==> config.mk <==
export PLATFORM = sky130hd
export DESIGN_NAME = led_ctrl
export DESIGN_NICKNAME = d
export VERILOG_FILES = /design/src/rtl/led_ctrl_pkg.sv /design/src/rtl/led_chan.sv /design/src/rtl/led_ctrl.sv
export SDC_FILE = /design/constraint.sdc
export NUM_CORES = 1
export LEC_CHECK = 0
export ABC_AREA = 1
export BUFFER_PORTS_ARGS = -buffer_cell sky130_fd_sc_hd__buf_2
export CORE_MARGIN = 2
export CORE_UTILIZATION = 30
export CTS_CLUSTER_SIZE = 30
export DETAILED_ROUTE_END_ITERATION = 16
export PLACE_DENSITY_LB_ADDON = 0.15
export SLEW_MARGIN = 40
export SYNTH_ARGS = -nofsm -noshare
export SYNTH_HDL_FRONTEND = slang
export SYNTH_SLANG_ARGS = --single-unit
==> constraint.sdc <==
create_clock -name clk_25m -period 1.65 [get_ports clk_25m]
set_input_delay 0.2475 -clock clk_25m [delete_from_list [all_inputs] [get_ports clk_25m]]
set_output_delay 0.2475 -clock clk_25m [all_outputs]
set_load 0.02 [all_outputs]
==> src/rtl/led_ctrl_pkg.sv <==
// Shared definitions for the multi-channel LED driver: mode codes,
// configuration word layout and breathe ramp direction.
package led_ctrl_pkg;

  localparam logic [2:0] MODE_OFF     = 3'd0;
  localparam logic [2:0] MODE_ON      = 3'd1;
  localparam logic [2:0] MODE_BLINK   = 3'd2;
  localparam logic [2:0] MODE_PWM     = 3'd3;
  localparam logic [2:0] MODE_GPIO    = 3'd4;
  localparam logic [2:0] MODE_BREATHE = 3'd5;

  localparam int unsigned CFG_MODE_LSB = 0;
  localparam int unsigned CFG_MODE_W   = 3;
  localparam int unsigned CFG_IDX_LSB  = 3;
  localparam int unsigned CFG_IDX_W    = 5;
  localparam int unsigned CFG_DUTY_LSB = 8;
  localparam int unsigned CFG_DUTY_W   = 8;

  typedef enum logic [0:0] {
    BR_UP   = 1'b0,
    BR_DOWN = 1'b1
  } breathe_state_e;

  typedef struct packed {
    logic [CFG_MODE_W-1:0] mode;
    logic [CFG_IDX_W-1:0]  idx;
    logic [CFG_DUTY_W-1:0] duty;
  } cfg_fields_t;

  // Only the low half of the config word carries fields.
  function automatic cfg_fields_t cfg_unpack(input logic [15:0] w);
    cfg_fields_t f;
    f.mode = w[CFG_MODE_LSB +: CFG_MODE_W];
    f.idx  = w[CFG_IDX_LSB +: CFG_IDX_W];
    f.duty = w[CFG_DUTY_LSB +: CFG_DUTY_W];
    return f;
  endfunction

endpackage

==> src/rtl/led_chan.sv <==
// One LED channel: config registers, GPIO hold, breathe ramp and the
// registered output driven from the shared free-running counter.
module led_chan
  import led_ctrl_pkg::*;
#(
  parameter int unsigned CNT_W         = 25,
  parameter int unsigned PWM_W         = 8,
  parameter int unsigned STEP_BIT      = 16,
  parameter logic [2:0]  RST_MODE      = MODE_GPIO,
  parameter int unsigned RST_BLINK_IDX = 22
) (
  input  logic             clk_25m_i,
  input  logic             sys_rstn_i,
  input  logic             we_i,
  input  cfg_fields_t      cfg_i,
  input  logic [CNT_W-1:0] cnt_i,
  input  logic             gpio_out_i,
  input  logic             gpio_oe_n_i,
  output logic             led_o
);

  localparam logic [4:0]       IDX_MAX  = 5'(CNT_W - 1);
  localparam logic [PWM_W-1:0] DUTY_ONE = PWM_W'(1);
  localparam logic [PWM_W-1:0] DUTY_MAX = '1;
  localparam logic [PWM_W-1:0] DUTY_PEN = DUTY_MAX - DUTY_ONE;

  logic [2:0]       mode_q, mode_d;
  logic [4:0]       idx_q, idx_d;
  logic [PWM_W-1:0] duty_q, duty_d;
  logic [PWM_W-1:0] bduty_q, bduty_d;
  breathe_state_e   bstate_q, bstate_d;
  logic             hold_q, hold_d;
  logic             led_q, led_d;

  logic             step;
  logic [31:0]      cnt_ext;
  logic [PWM_W-1:0] phase;

  assign step    = (cnt_i[STEP_BIT-1:0] == '0);
  assign cnt_ext = 32'(cnt_i);
  assign phase   = cnt_i[PWM_W-1:0];

  always_comb begin
    mode_d   = mode_q;
    idx_d    = idx_q;
    duty_d   = duty_q;
    bduty_d  = bduty_q;
    bstate_d = bstate_q;
    hold_d   = gpio_oe_n_i ? hold_q : gpio_out_i;

    // Ramp turns around on the step that reaches an extreme, so the
    // extreme value is held for exactly one step period.
    if (mode_q == MODE_BREATHE && step) begin
      case (bstate_q)
        BR_UP: begin
          if (bduty_q != DUTY_MAX) bduty_d = bduty_q + DUTY_ONE;
          if (bduty_q == DUTY_PEN || bduty_q == DUTY_MAX) bstate_d = BR_DOWN;
        end
        BR_DOWN: begin
          if (bduty_q != '0) bduty_d = bduty_q - DUTY_ONE;
          if (bduty_q == DUTY_ONE || bduty_q == '0) bstate_d = BR_UP;
        end
        default: bstate_d = BR_UP;
      endcase
    end

    // A write overrides any concurrent ramp step.
    if (we_i) begin
      mode_d = cfg_i.mode;
      idx_d  = (cfg_i.idx > IDX_MAX) ? IDX_MAX : cfg_i.idx;
      duty_d = cfg_i.duty[PWM_W-1:0];
      if (cfg_i.mode == MODE_BREATHE) begin
        bduty_d  = '0;
        bstate_d = BR_UP;
      end
    end
  end

  always_comb begin
    case (mode_q)
      MODE_ON:      led_d = 1'b1;
      MODE_BLINK:   led_d = cnt_ext[idx_q];
      MODE_PWM:     led_d = (phase < duty_q);
      MODE_GPIO:    led_d = hold_q;
      MODE_BREATHE: led_d = (phase < bduty_q);
      default:      led_d = 1'b0;
    endcase
  end

  always_ff @(posedge clk_25m_i or negedge sys_rstn_i) begin
    if (!sys_rstn_i) begin
      mode_q   <= RST_MODE;
      idx_q    <= 5'(RST_BLINK_IDX);
      duty_q   <= '0;
      bduty_q  <= '0;
      bstate_q <= BR_UP;
      hold_q   <= 1'b0;
      led_q    <= 1'b0;
    end else begin
      mode_q   <= mode_d;
      idx_q    <= idx_d;
      duty_q   <= duty_d;
      bduty_q  <= bduty_d;
      bstate_q <= bstate_d;
      hold_q   <= hold_d;
      led_q    <= led_d;
    end
  end

  assign led_o = led_q;

endmodule

==> src/rtl/led_ctrl.sv <==
// Multi-channel LED driver: shared free-running counter with wrap tick,
// config write decode and one led_chan per output.
module led_ctrl
  import led_ctrl_pkg::*;
#(
  parameter int unsigned NUM_LED       = 4,
  parameter int unsigned CNT_W         = 25,
  parameter int unsigned PWM_W         = 8,
  parameter int unsigned STEP_BIT      = 16,
  parameter logic [2:0]  RST_MODE      = MODE_GPIO,
  parameter int unsigned RST_BLINK_IDX = 22
) (
  input  logic               clk_25m,
  input  logic               sys_rstn,
  input  logic               cfg_we,
  input  logic [3:0]         cfg_addr,
  input  logic [31:0]        cfg_wdata,
  input  logic [NUM_LED-1:0] gpio_out,
  input  logic [NUM_LED-1:0] gpio_oe_n,
  output logic [NUM_LED-1:0] led,
  output logic               hb_tick
);

  logic [CNT_W-1:0] cnt_q, cnt_d;
  logic             wrap_q, wrap_d;
  logic             hb_tick_q;
  cfg_fields_t      cfg_fields;
  logic             unused_cfg_hi;

  assign cnt_d         = cnt_q + CNT_W'(1);
  assign wrap_d        = &cnt_q;
  assign cfg_fields    = cfg_unpack(cfg_wdata[15:0]);
  assign unused_cfg_hi = ^cfg_wdata[31:16];

  // wrap_q marks the cycle the counter sits at 0 after a wrap; the tick
  // follows one cycle later, so reset itself never produces a tick.
  always_ff @(posedge clk_25m or negedge sys_rstn) begin
    if (!sys_rstn) begin
      cnt_q     <= '0;
      wrap_q    <= 1'b0;
      hb_tick_q <= 1'b0;
    end else begin
      cnt_q     <= cnt_d;
      wrap_q    <= wrap_d;
      hb_tick_q <= wrap_q;
    end
  end

  assign hb_tick = hb_tick_q;

  for (genvar gi = 0; gi < NUM_LED; gi++) begin : g_chan
    logic chan_we;
    assign chan_we = cfg_we && (cfg_addr == 4'(gi));

    led_chan #(
      .CNT_W         (CNT_W),
      .PWM_W         (PWM_W),
      .STEP_BIT      (STEP_BIT),
      .RST_MODE      (RST_MODE),
      .RST_BLINK_IDX (RST_BLINK_IDX)
    ) u_chan (
      .clk_25m_i   (clk_25m),
      .sys_rstn_i  (sys_rstn),
      .we_i        (chan_we),
      .cfg_i       (cfg_fields),
      .cnt_i       (cnt_q),
      .gpio_out_i  (gpio_out[gi]),
      .gpio_oe_n_i (gpio_oe_n[gi]),
      .led_o       (led[gi])
    );
  end

endmodule

==> results.json <==
{
  "crit_arrival_ps": 2000,
  "die_h_um": 188,
  "worst_pin_slew_ps": 617,
  "layout_min_cycle_time_ps": 1630,
  "maxCapViolations": 0,
  "max_slew_margin_pct": 58.9,
  "endpoint_kind": "flop",
  "r2r_slack_ps": 20,
  "synth_top_cell_by_area": "dfrtp_1",
  "synthFlopType": "dfrtp_1",
  "synthAdderAreaFrac_pct": 9.66,
  "h-tree-depth": 4,
  "start_util_pct": 30.3,
  "drc": 0,
  "swShare_pct": 33.4,
  "combinationalPowerShare_pct": 26.5,
  "status": "completed",
  "antenna_found_initial": 0,
  "post-route-util_pct": 39.6,
  "grt_setup_unrepaired": "yes",
  "coreArea_um2": 33400,
  "cts_buffers": 17,
  "cts_tree": "yes",
  "hpwl_mm": 24.7,
  "cts-root-buf": "clkbuf_16",
  "syn_nets": 1573,
  "wl_per_cell_um": 15.1,
  "syn-cell-area_um2": 10100,
  "dr_total_vias": 9929,
  "power_frac_seq_pct": 37.2,
  "fill_cells": 3619,
  "ios": 52,
  "grt_pass1_vias": 9649,
  "worstSetupStartpointType": "flop",
  "diodes": 0,
  "ir_worst_vdd_mv": 0.603,
  "ant_nets": 0,
  "synth_top_area_share_pct": 29.5,
  "clkPwrFrac_pct": 36.3,
  "yosys.area_share.xor_xnor_pct": 3.38,
  "clk_latency_ps": 430,
  "grt_max_degree": 48,
  "report.power.total_uw": 11600,
  "rows": 67,
  "crit_type": "reg2reg",
  "ys_types": 40,
  "hold_viol_final": 0,
  "grt_overflow_total": 0,
  "port_buffers": 35,
  "cts_sinks": 135,
  "cts_buffer_depth": 2,
  "dieWidth_um": 188,
  "track_usage_pct": 18.5,
  "drt_pass1_iterations": 5,
  "drt_iter0_markers": 646,
  "setup_viol": 0,
  "p_sw_uw": 3870,
  "syn_avg_cell_area_um2": 6.98,
  "dp.cells": 2046,
  "finalCritPeriodShare_pct": 99.0,
  "gp_congestion": 0.851,
  "drt-total-wl_mm": 31.6,
  "ys_seq_elements": 135,
  "yosys-top-cells-area": "dfrtp_1, nand2_1, ha_1, nand3_1, inv_1",
  "synth_top_family_by_area": "simple AND/OR/NAND/NOR gates",
  "yosys_warnings": 0,
  "ys_async_sr_fraction_pct": 100,
  "slew_viol_final": 0,
  "min_path_type": "in2reg",
  "area_delta_synth_final_pct": 30.7,
  "synth-edff-count": 0,
  "whs_ps": 45.3,
  "synthSimpleGateAreaFrac_pct": 31.7,
  "p_int_uw": 7720,
  "ys_seq_area_share_pct": 33.6,
  "required_ps": 2010,
  "netlist_instances": 1448,
  "layoutNonFillerInstCount": 2097,
  "fin_skew_ps": 13.7,
  "setup_tns_ps": 0,
  "drive_above_1_share_pct": 24.1,
  "grt_first_pass_wirelength_mm": 51.6,
  "via_per_inst": 4.73,
  "fmax_mhz": 612,
  "p_leak_uw": 0.00650,
  "fp.dieArea_um2": 35200,
  "synth-compound-area-share_pct": 11.6,
  "nNetsFinal": 1761,
  "synthMuxAreaShare_pct": 0.446,
  "p_per_area_nw_per_um2": 878,
  "crit_fanout": 7,
  "clk_pin_slew_ps": 60
}
==> registers in the layout (all words and copies together), names as in the netlist <==
register,flops
g_chan.u_chan.mode_q,12
g_chan.u_chan.idx_q,20
g_chan.u_chan.bstate_q,4
hb_tick,1
cnt_q,25
g_chan.u_chan.led_o,4
g_chan.u_chan.hold_q,4
g_chan.u_chan.duty_q,32
g_chan.u_chan.bduty_q,32
wrap_q,1
==> layer usage <==
layer,up-vias,global-route usage (%),wire length [µm]
met5,-,0,0
met3,36,2.56,979
li1,5097,-,-
met4,0,5.36,557
met1,4634,24.6,15000
met2,162,31.4,15100
==> worst max-delay path: stages (launching register included) <==
cell      delay (ps)
dfrtp_1          400
buf_12           160
ha_1             320
a21oi_2          160
nor2_1            70
a211oi_2         190
nand3_2          130
nand3_2          120
==> per-stage QoR <==
step | setup WS [ps] | area (µm²)
after global routing | -101 | 13200
after floorplan | 33.6 | 10100
after detailed placement | -159 | 11900
final | 15.9 | 13200
after CTS | -18.3 | 12800
after global placement | -99.7 | 11900
==> kinds of logic (layout without fill, tap and decap cells) <==
| kind of cell | count (synthesis) | count (layout) |
|---|---|---|
| AO/OA/AOI/OAI | 220 | 220 |
| XOR/XNOR | 39 | 39 |
| adder cells (fa/ha/maj) | 78 | 78 |
| buffers and inverters | 241 | 441 |
| flip-flops | 135 | 135 |
| multiplexers | 4 | 4 |
| AND/OR/NAND/NOR | 731 | 732 |
==> Yosys cell counts (3+ instances only) <==
cell type	n
nand3_2	4
buf_2	17
xor2_1	36
nand4_1	14
clkinv_1	6
o21a_1	4
nand3_1	177
a21oi_1	81
nor3_2	6
xnor2_1	3
o21ai_1	4
nor2_2	14
buf_4	7
nand2_1	386
inv_2	17
dfrtp_1	119
a211oi_1	4
clkbuf_1	14
ha_1	78
o211ai_1	12
nor3_1	27
mux2_2	4
o21ai_0	106
nand2_2	3
inv_1	179
a41oi_1	3
nor2_1	91
dfstp_2	16
==> layout by cell type, fill, tap and decap left out, types with 11 or more instances in the layout <==
master and instances:
nand4_1 14, inv_1 167, buf_4 147, o21ai_0 96, o21ai_1 11, buf_6 14
nand3_1 164, ha_1 67, buf_2 34, nor2_2 20, nand3_2 13, xor2_1 36
inv_2 25, nand2_2 14, o211ai_1 12, a21oi_1 73, nor3_1 23, dfrtp_1 107
nor2_1 80, dfstp_2 16, clkbuf_16 17, dfrtp_2 12, nand2_1 376
==> worst paths after layout <==
kind / startpoint / end / depth (start not counted)
hold reg to reg: wrap_q / hb_tick / 0
max in group asynchronous: sys_rstn / g_chan[1].u_chan.mode_q[2] / 3
setup reg to reg: cnt_q[5] / g_chan[3].u_chan.led_o / 7
hold / removal: gpio_out[1] / g_chan[1].u_chan.hold_q / 2
min in group asynchronous: sys_rstn / g_chan[3].u_chan.bduty_q[0] / 2
setup / recovery: cnt_q[5] / g_chan[3].u_chan.led_o / 7
==> power by group through the flow <==
stage / combinational (µW) / clock [µW] / sequential, µW
6_report: 3070 / 4210 / 4310
2_1_floorplan: 2170 / 0 / 4140
5_1_grt: 3550 / 4420 / 4380
3_5_place_dp: 2950 / 0 / 4350
4_1_cts: 3010 / 4320 / 4300
3_3_place_gp: 2910 / 0 / 4340
==> layout make-up <==
type,count,area [µm²],area share [%]
Inverter,202,790,5.98
Multi-Input combinational cell,1073,6150,46.6
Sequential cell,135,3410,25.8
Timing Repair Buffer,207,1650,12.5
Tap cell,448,561,4.24
Clock buffer,21,470,3.56
Clock inverter,11,171,1.30
==> what timing repair did <==
| action | CTS | global route |
|---|---|---|
| resized for setup | 40 | 100 |
| endpoints found under the hold margin | 30 | 0 |
| hold buffers | 1 | 0 |
| buffers inserted | 5 | 12 |
| setup endpoints to repair | 43 | 46 |
| cloned | 0 | 1 |
| pin swaps | 10 | 34 |
(Power assumes the default switching activity.)
